### config.mk
export PLATFORM = sky130hd
export DESIGN_NAME = huffman_decoder
export DESIGN_NICKNAME = d
export VERILOG_FILES = /design/src/rtl/huffman_decoder.sv
export SDC_FILE = /design/constraint.sdc
export NUM_CORES = 1
export LEC_CHECK = 0
export CORE_MARGIN = 2
export CORE_UTILIZATION = 59
export CTS_CLUSTER_DIAMETER = 50
export DETAILED_ROUTE_END_ITERATION = 12
export PLACE_DENSITY = 0.85
export SYNTH_ARGS = -nofsm -noshare
export SYNTH_HDL_FRONTEND = slang
export SYNTH_SLANG_ARGS = --single-unit
### constraint.sdc
create_clock -name clk -period 8.7 [get_ports clk]
set_input_delay 2.61 -clock clk [delete_from_list [all_inputs] [get_ports clk]]
set_output_delay 2.61 -clock clk [all_outputs]
set_load 0.03 [all_outputs]
### src/rtl/huffman_decoder.sv
`default_nettype none
// ============================================================================
// Module : huffman_decoder
// Serial MSB-first Huffman decoder: loads a 6-slot code/mask table, shifts in
// code bits and emits the matched symbol index (1..NSYM) as a one-cycle strobe.
// Rev    : 1.0
// ============================================================================
module huffman_decoder #(
   parameter int NSYM = 6,
   parameter int W    = 8
) (
   input  logic              clk,
   input  logic              reset,
   input  logic              code_valid,
   input  logic [NSYM*W-1:0] HC,
   input  logic [NSYM*W-1:0] M,
   input  logic              bit_valid,
   input  logic              bit_in,
   output logic              bit_ready,
   output logic              gray_valid,
   output logic [7:0]        gray_data,
   output logic              err
);

   localparam int LW = $clog2(W + 1);

   typedef enum logic [1:0] {
      EMPTY = 2'd0,
      READY = 2'd1,
      ACCUM = 2'd2
   } state_t;

   state_t         state, state_n;
   logic [W-1:0]   hc_tab  [NSYM];
   logic [W-1:0]   m_tab   [NSYM];
   logic [LW-1:0]  len_tab [NSYM];

   // A partial codeword never exceeds W-1 bits, so acc needs only W-1 bits.
   logic [W-2:0]   acc, acc_nx;
   logic [W-1:0]   acc_sh;
   logic [LW-1:0]  len, len_nx, len_inc;
   logic [NSYM-1:0] hit;
   logic           any_hit;
   logic [7:0]     hit_sym;
   logic           gv_nx, err_nx;
   logic [7:0]     gd_nx;

   function automatic logic [LW-1:0] popcount(input logic [W-1:0] v);
      logic [LW-1:0] c;
      c = '0;
      for (int i = 0; i < W; i++) begin
         c = c + LW'(v[i]);
      end
      return c;
   endfunction

   // Slot k (0-based) sits at the k-th byte from the MSB end of HC/M.
   always_ff @(posedge clk or posedge reset) begin
      if (reset) begin
         for (int k = 0; k < NSYM; k++) begin
            hc_tab[k]  <= '0;
            m_tab[k]   <= '0;
            len_tab[k] <= '0;
         end
      end else if (code_valid) begin
         for (int k = 0; k < NSYM; k++) begin
            hc_tab[k]  <= HC[(NSYM-1-k)*W +: W];
            m_tab[k]   <= M[(NSYM-1-k)*W +: W];
            len_tab[k] <= popcount(M[(NSYM-1-k)*W +: W]);
         end
      end
   end

   assign acc_sh  = {acc, bit_in};
   assign len_inc = len + LW'(1);

   generate
      for (genvar k = 0; k < NSYM; k++) begin : g_slot
         assign hit[k] = (len_tab[k] != '0) && (len_inc == len_tab[k]) &&
                         (acc_sh == (hc_tab[k] & m_tab[k]));
      end
   endgenerate

   // Scan downward so the lowest matching slot is the one left standing.
   always_comb begin
      any_hit = 1'b0;
      hit_sym = '0;
      for (int k = NSYM - 1; k >= 0; k--) begin
         if (hit[k]) begin
            any_hit = 1'b1;
            hit_sym = 8'(k + 1);
         end
      end
   end

   always_comb begin
      state_n = state;
      acc_nx  = acc;
      len_nx  = len;
      gv_nx   = 1'b0;
      err_nx  = 1'b0;
      gd_nx   = gray_data;
      if (code_valid) begin
         state_n = READY;
         acc_nx  = '0;
         len_nx  = '0;
      end else if (state != EMPTY && bit_valid) begin
         if (any_hit) begin
            gv_nx   = 1'b1;
            gd_nx   = hit_sym;
            state_n = READY;
            acc_nx  = '0;
            len_nx  = '0;
         end else if (len_inc == LW'(W)) begin
            err_nx  = 1'b1;
            state_n = READY;
            acc_nx  = '0;
            len_nx  = '0;
         end else begin
            state_n = ACCUM;
            acc_nx  = acc_sh[W-2:0];
            len_nx  = len_inc;
         end
      end
   end

   always_ff @(posedge clk or posedge reset) begin
      if (reset) begin
         state      <= EMPTY;
         acc        <= '0;
         len        <= '0;
         bit_ready  <= 1'b0;
         gray_valid <= 1'b0;
         gray_data  <= '0;
         err        <= 1'b0;
      end else begin
         state      <= state_n;
         acc        <= acc_nx;
         len        <= len_nx;
         bit_ready  <= bit_ready | code_valid;
         gray_valid <= gv_nx;
         gray_data  <= gd_nx;
         err        <= err_nx;
      end
   end

endmodule
`default_nettype wire

Word-level counts from Yosys, hierarchy flattened
Index checks and enable logic that the tools add are counted.

storage, ports and cells
  register bits after elaboration = 144
  input port bits = 101
  output and inout bits = 11
  word-level logic and storage cells = 142

operators by class
  add/subtract/negate cells = 43
  eq/ne operators = 13
  mux-type cells = 31
  bitwise gates (word level) = 8
  reduce and logical (&&, ||, !) cells = 22

operators with widths
  operator               count
  $add A4 B1 Y4          24
  $and A8 B8 Y8          6
  $eq A8 B8 Y1           6
  $mux W8                5
  $mux W7                4
  $add A3 B1 Y4          6
  $eq A4 B4 Y1           6
  $reduce_bool A4 Y1     6
  $add A2 B1 Y3          6
  $mux W4                4
  $logic_and A1 B1 Y1    13
  $mux W1                13
  $add A1 B1 Y2          6
  $mux W2                4
  $add A4 B1 Y4 const B  1
  $eq A4 B4 Y1 const B   1
  $reduce_bool A2 Y1     2
  $mux W3                1
  $reduce_and A3 Y1      1
  $not A1 Y1             1
  $or A1 B1 Y1           1

Longest topological paths before layout
Gate-level depths: netlist of run 1.

  word-level depth = 13
  depth in mapped cells = 10
  mapped depth without buffers = 10

Worst setup path after synthesis of run 1
Ideal clock, no wire load.

  kind = input to register
  from = input M[16]
  to = register len_tab[10] (netlist bit)
  setup time = 0.125 ns
  arrival = 5.037 ns
  data required time = 8.575 ns
  slack = 3.538 ns
  cell stages on the path = 10
  buffers on the path = 0
  cells stage by stage = fa_1 -> inv_1 -> fa_1 -> fa_1 -> inv_1 -> ha_1 -> inv_1 -> fa_1 -> xnor2_1 -> mux2_2

between the ends
  longest elaborated chain between the ends = 7

ends and longest elaborated chain
  item                             line  RTL
  from (decl)                      16    input logic [NSYM*W-1:0] M,
  $add A1 B1 Y2                    52    c = c + LW'(v[i]);
  $add A2 B1 Y3                    52
  $add A3 B1 Y4                    52
  $add A4 B1 Y4 (4 in series)      52
  to (signal, indexed assignment)  69    len_tab[k] <= popcount(M[(NSYM-1-k)*W +: W]);
  to (decl)                        36    logic [LW-1:0] len_tab [NSYM];

No other way between the ends.
A chain may end at the register's enable or synchronous reset.

Worst setup path in the final report of run 1
Same ends and word-level chain as after synthesis.

==> run summary, run 1 <==
The run finished with clean final reports. The worst setup path is captured at a flop. The global-route usage over all layers was 0.255; the initial core utilization was 0.600. After synthesis the netlist holds a flip-flop and latch count of 139. Synthesis instantiated 46 different standard cells from the library. Together, buffers and inverters on the worst path number 4. The I/O pin total is 112. Wires add up to 15900 um. The total CTS buffers was 17; the final critical delay including setup and external delays was 5.31 ns. The start of the worst register-to-register path was len[0]. The via count of the first global-routing pass was 5335; the placeable core area was 0.0125 mm2. The top cell types in the final layout, fill and taps aside, are dfrtp_1, mux2_2, clkdlybuf4s50_1, inv_1, nand2_1. The floorplan step set the die width to 117 um. The fraction of power spent switching nets is 0.273. The clock-pin slew on the worst setup and hold paths came out at 0.06 ns. The relative contribution of combinational cells to total power is 0.223, and the sequential-to-total area share from yosys stat is 0.463. The slowest stage of the critical path belongs to the cell fa_1. The run gives 0 as the max-capacitance violation count. Most common library cell in the layout ignoring fill and taps: dfrtp_1.

The tools report the DRC violation count after routing as 0. The initial antenna violation count was 0; the worst-path maximum fanout was 2. Summed over all nets, the half-perimeter wirelength after detailed placement is 11000 um. The number of port buffers came out at 106. The max-slew headroom at the worst pin is 0.288, and the H-tree depth is 4. Once detail routing completed, the nets flagged for antenna violations numbered 0.

The cell internal power dissipation is 1.45 mW, and the total via count after detailed routing is 4971. Once placement completed, the tool counted placed cells totaling 874. In the post-synthesis netlist, the biggest area contributors are dfrtp_1, mux2_2, fa_1. In the final routed layout, each cell accounts on average for 17.5 um. For this design the total switching power over the nets is 546 uW. The signal on the critical path passes through clkdlybuf4s50_1 > fa_1 > inv_1 > fa_1 > fa_1 > inv_1 > ha_1 > inv_1 > fa_1 > xnor2_1 > mux2_2. The final number of setup-violating endpoints is 0. The final clock period utilization by the worst path was 0.610; the number of warnings reported in the yosys synthesis log was 0. The tree is rooted in a clkbuf_16.

Power spread over the standard cell area amounts to 218 mW/mm2. The share of post-route cells with drive strength above 1 is 0.220, and the required arrival time at the worst endpoint is 9.00 ns. The library cell appearing most often on the critical path was fa_1. The run gives 0 as the antenna cell count. The number of gates resized after CTS was 0. In this run the most critical hold path is launched from bit_ready. No sink is reached through more buffers than the 2 on the longest clock path. The total leakage power was 4.10 nW; the initial DRC count was 220. The setup path with the least slack is of type in2reg. Tracing the worst setup path back leads to its startpoint at M[16].

The cell family contributing the most delay on the critical path is adder cells. The run gives 865 as the final layout net count. The finished cells cover 0.00919 mm2. The logs give 622 for the gate count of the mapped netlist and 0 for the post-cts hold buffer count.

The number of flops mapped to enable cells by yosys was 0. The kind of start point of the critical path was an input port. Averaged over all synthesized cells, the footprint is 12.1 um2. TritonCTS built the clock tree.

In the final timing run, aggregate negative setup slack is 0 ns. The height of the chip came out at 117 um. At the worst endpoint, the arrival time is 5.61 ns. Setup repair after global routing left no endpoint under its margin. The peak ir drop on the vdd network was 146 uV. Among all flip-flop cells after synthesis, the most frequent one is dfrtp_1. The clock reaches the later pin of the worst-skew pair after 0.42 ns.

The first-pass GRT wire length is 26100 um, and the synthesis-to-finish area growth is 22.4%. The type of the tightest min-delay check was reg2reg. For the pin with the worst max-slew slack, the measured transition is 1.07 ns. In this run the cell area of the synthesized design comes to 0.00751 mm2. For the count of pins over their slew limit, the log shows 0. For the final cell count without fillers, the log shows 905. The post-placement cell area is 0.00858 mm2. The logs give 0 for the number of setup buffers added after CTS and 0.0113 ns for the post-route clock skew. For this run, the top clock speed supported by timing is 188 MHz.

The number of placement rows was 41. At the end of routability-driven placement, the weighted congestion stood at 0.825. The register share of total power was 0.409; the detailed-routing iteration count for the pre-antenna-repair pass was 4. For this design, the sink count on the clock tree is 139.

Worst stage delay on the critical path: 0.55 ns. Total power for the finished layout comes to 2.00 mW. The share of total power in the clock network is 0.368, and the post-detailed-route via-to-cell ratio is 5.49.

Entering global routing, the biggest net connects 89 pins. The synthesized design spends more area on one cell type than any other, namely dfrtp_1. For the number of hold violations in the final report, the log shows 0.

The top-area cell type share of the netlist area is 0.463, and the die outline area is 0.0136 mm2. The post-synthesis async set-or-reset flop share works out to 1.00. After global routing the overflow that remains totals 0.
-- metrics by stage --
| stage | hold WS (ns) | util | setup WS (ns) |
|---|---|---|---|
| after floorplan | 0.467 | - | 2.37 |
| after global placement | 0.451 | 0.686 | 3.03 |
| after detailed placement | 0.455 | 0.686 | 2.95 |
| after CTS | 0.469 | 0.734 | 3.40 |
| after global routing | 0.509 | 0.734 | 3.27 |
| final | 0.472 | 0.734 | 3.39 |
-- synth_stat cells, types with 4 or more instances --
master    number
ha_1          19
mux2i_1        7
mux2_2       109
inv_1         62
nor2_1        16
a32o_1         8
nor4_2         4
xor2_1        49
fa_1          24
nand2_1       51
a21oi_1       19
buf_6          6
dfrtp_1      139
nand3_1        6
nand4_1       11
buf_4          5
clkbuf_8       4
o22ai_1        7
nor3_1         8
clkbuf_1      14
xnor2_1       20
-- per-layer routing --
layer	vias up	wire, um	global-route usage
li1	2274	-	-
met1	2514	6500	0.325
met2	140	7980	0.411
met3	43	808	0.0639
met4	0	578	0.125
met5	-	0	0
-- power groups by stage --
stage                     combinational (mW)  sequential, mW  clock (mW)
after floorplan                        0.327           0.806           0
after global routing                   0.499           0.830       0.778
after global placement                 0.419           0.819           0
after detailed placement               0.442           0.826           0
after CTS                              0.451           0.817       0.745
final                                  0.446           0.817       0.737
-- registers in the layout (all words and copies together), names as in the netlist --
| signal | cells |
|---|---|
| acc | 7 |
| bit_ready | 1 |
| err | 1 |
| gray_data | 3 |
| gray_valid | 1 |
| hc_tab | 48 |
| len | 4 |
| len_tab | 24 |
| m_tab | 48 |
| state | 2 |
-- cell type report --
type / instances / area, um2
clock buffer: 24 / 492
clock inverter: 7 / 113
fill: 860 / 3330
inverter: 62 / 238
multi-input combinational: 392 / 3570
sequential: 139 / 3480
tap: 172 / 215
timing repair buffer: 109 / 1080
-- cells by family (layout without fill, tap and decap cells) --
| family | after synthesis | count (layout) | synth area share |
|---|---|---|---|
| compound gates | 43 | 43 | 0.0392 |
| xor+xnor | 71 | 71 | 0.0863 |
| fa+ha+maj | 43 | 43 | 0.0957 |
| buf+inv | 95 | 202 | 0.0627 |
| flops | 139 | 139 | 0.463 |
| mux | 116 | 116 | 0.173 |
| other cells | 1 | 5 | 0.000500 |
| simple gates | 114 | 114 | 0.0794 |
-- path summary, 6_finish.rpt --
path | slack (ns) | end | cells after the start
worst max register to register | 5.36 | gray_data[0] | 8
worst min-delay path | 0.47 | bit_ready | 1
worst max-delay path | 3.39 | len_tab[10] | 11
max in group asynchronous | 4.70 | hc_tab[23] | 3
min in group asynchronous | 2.65 | m_tab[1] | 2
worst min register to register | 0.47 | bit_ready | 1
(Power assumes the default switching activity.)
==> run 2, diff against run 1 <==
--- a/config.mk
+++ b/config.mk
@@ -6,10 +6,10 @@
 export NUM_CORES = 1
 export LEC_CHECK = 0
 export CORE_MARGIN = 2
-export CORE_UTILIZATION = 59
+export CORE_UTILIZATION = 55
 export CTS_CLUSTER_DIAMETER = 50
 export DETAILED_ROUTE_END_ITERATION = 12
-export PLACE_DENSITY = 0.85
+export PLACE_DENSITY = 0.8
 export SYNTH_ARGS = -nofsm -noshare
 export SYNTH_HDL_FRONTEND = slang
 export SYNTH_SLANG_ARGS = --single-unit
==> constraint.sdc (replaced) <==
create_clock -name clk -period 5.5 [get_ports clk]
set_input_delay 1.65 -clock clk [delete_from_list [all_inputs] [get_ports clk]]
set_output_delay 1.65 -clock clk [all_outputs]
set_load 0.03 [all_outputs]
==> run summary, run 2 (synthesis gave the netlist of run 1 again) <==
TritonCTS built the clock tree. The final design utilization is 0.695 (-0.0391). The die outline area was 0.0146 mm2 (+7.0%); the synthesis-to-finish area growth was 23.1%. Arrival time of data at the critical path endpoint: 4.76 ns (-0.85 ns).

The worst stage delay on the critical path was 0.55 ns (about the same); the first-pass GRT wire length was 27000 um (+3.4%). Post-detailed-route via-to-cell ratio: 5.36 (-2.5%). The width of the chip is 121 um (+3.5%), and the detailed-routing iteration count for the pre-antenna-repair pass is 4 (unchanged). The critical path buffer and inverter count came out at 4 (unchanged). In this design, the largest share of critical-path delay is due to adder cells. For the total via count after detailed routing, the log shows 4880 (-1.8%). Based on the critical path, the design can be clocked at up to 224 MHz. For the final RePlAce weighted congestion, the log shows 0.809 (-1.9%). For the peak ir drop on the vdd network, the log shows 235 uV (+61%). The logs give 0.321 (+0.0323) for the max-slew headroom at the worst pin and 0 (unchanged) for the antenna cell count. For the required arrival time at the worst endpoint, the log shows 5.81 ns (-3.19 ns).

The run gives 0 (unchanged) as the count of pins over their slew limit. The tools report the number of sinks handled by clock tree synthesis as 139 (unchanged). The tools report the number of hold violations in the final report as 0 (unchanged). The post-route clock skew is 0.0162 ns (+0.00491 ns). The top cell types in the final layout, fill and taps aside, are dfrtp_1, mux2_2, clkdlybuf4s50_1, inv_1, nand2_1.

The total congestion overflow is 0 (unchanged). The maximum number of pins on one net before global-route repair came out at 89 (unchanged). In the final layout, the registers with the most flip-flops are hc_tab x48, m_tab x48, len_tab x24.

The number of buffers on the longest clock path was 2 (unchanged). The routed wirelength normalized by instance count came out at 17.6 um (+0.46%). For the number of placement rows, the log shows 42 (+2.4%). The library cell used most frequently in the layout, excluding fill and tap cells, is dfrtp_1.

The min-delay analysis places its worst path in the category reg2reg. The post-cts resize count is 0 (unchanged), and the share of total power in the clock network is 0.382 (+0.014). For the number of inserted filler cells in the final layout, the log shows 956 (+11%). The final layout net count was 866 (+0.12%).

For the via count of the first global-routing pass, the log shows 5517 (+3.4%). The tree is rooted in a clkbuf_16. The classification of the worst setup path is in2reg. Area of all sequential standard cells: 0.00348 mm2 (unchanged).

The critical path goes through clkdlybuf4s50_1 > fa_1 > inv_1 > fa_1 > fa_1 > inv_1 > ha_1 > inv_1 > fa_1 > xnor2_1 > mux2_2. The final worst-path setup slack came out at 1.04 ns (-2.35 ns). The run gives 0.43 ns (about the same) as the latest clock arrival within the worst-skew pair. The cell internal power dissipation is 2.33 mW (+60%).

Global-route usage over all layers: 0.242 (-0.0130). The initial antenna violation count was 0 (unchanged). The relative contribution of combinational cells to total power was 0.219 (-0.004); the slew at the pin closest to its max-slew limit was 1.02 ns (-0.0485 ns). For the H-tree depth, the log shows 4 (unchanged). For the max-capacitance violation count, the log shows 0 (unchanged). The worst slack at placement was 0.626 ns (-2.32 ns); the height of the chip was 121 um (+3.5%).

The smallest clock period supported by the final layout is computed as 4.46 ns. The post-cts hold buffer count came out at 0 (unchanged). The logs give 0 ns (unchanged) for the accumulated negative setup slack and 899 uW (+65%) for the net switching power of the design. The final number of setup-violating endpoints is 0 (unchanged), and the initial DRC count is 243 (+10%). The worst-path maximum fanout works out to 2 (unchanged). The run gives 11100 um (+0.90%) as the post-DP HPWL.

The slowest cell on the critical path is fa_1. The tools report the I/O pin total as 112 (unchanged). Setup repair after global routing left no endpoint under its margin. Clock-pin slew on the worst setup and hold paths: 0.06 ns (about the same).

The routed wire length was 16000 um (+1.1%). The register share of total power was 0.400 (-0.009); the remaining antenna violation count was 0 (unchanged). The tools report the total CTS buffers as 17 (unchanged). For the placeable core area, the log shows 0.0133 mm2 (+6.2%). For the DRC violation count after routing, the log shows 0 (unchanged). The tools report the number of setup buffers added after CTS as 0 (unchanged).

The share of post-route cells with drive strength above 1 came out at 0.226 (+0.00621). STA classifies the critical path startpoint as an input port. STA classifies the critical path endpoint as a flop.

The fraction of power spent switching nets works out to 0.279 (+0.00537). The total leakage power came out at 4.11 nW (+0.27%). The final clock period utilization by the worst path is 0.810, and the number of port buffers is 106 (unchanged). The initial core utilization was 0.565 (-0.0351). The run finished with clean final reports.

The library cell appearing most often on the critical path is fa_1. The multi-input combinational cell area is 0.00357 mm2 (unchanged). The cell area power density came out at 349 mW/mm2 (+61%).
run 2: cell count changes in the layout (fill, tap and decap cells not counted):
cell        change
inv_6           +2
clkbuf_8        -2
clkinv_4        +2
clkinv_2        -2
bufinv_16       +1
clkinvlp_4      +3
buf_4           +1
clkbuf_1        -3
run 2: power by group through the flow:
stage	Combinational [mW]	Clock, mW	Sequential (mW)
4_1_cts	0.713	1.25	1.29
3_3_place_gp	0.665	0	1.30
2_1_floorplan	0.517	0	1.28
3_5_place_dp	0.701	0	1.31
5_1_grt	0.793	1.30	1.31
6_report	0.707	1.23	1.29
run 2: path summary, 6_finish.rpt:
path / startpoint / endpoint / slack [ns] / depth (start not counted)
setup / recovery: M[16] / len_tab[10] / 1.04 / 11
hold / removal: bit_ready / bit_ready / 0.46 / 1
setup reg to reg: len[0] / gray_data[0] / 2.12 / 8
hold reg to reg: bit_ready / bit_ready / 0.46 / 1
max in group asynchronous: reset / hc_tab[42] / 2.86 / 3
min in group asynchronous: reset / m_tab[0] / 1.76 / 2
run 2: routing by layer:
metal | up-vias | share of wire | track usage
li1 | 2279 | - | -
met1 | 2426 | 0.41 | 0.298
met2 | 131 | 0.51 | 0.404
met3 | 44 | 0.047 | 0.0566
met4 | 0 | 0.031 | 0.109
met5 | - | 0 | 0
run 2: layout make-up:
type	count	area share
Sequential cell	139	0.376
Tap cell	176	0.0238
Clock inverter	13	0.0206
Clock buffer	19	0.0490
Timing Repair Buffer	110	0.118
Inverter	62	0.0257
Multi-Input combinational cell	392	0.387
run 2: metrics by stage:
step	total power [mW]	hold WS (ns)	area [um2]	cells
detailed placement	2.01	0.454	8600	879
finish	3.23	0.465	9240	911
CTS	3.25	0.471	9240	911
floorplan	1.79	0.467	7520	626
global placement	1.96	0.451	8600	879
global route	3.40	0.512	9240	911
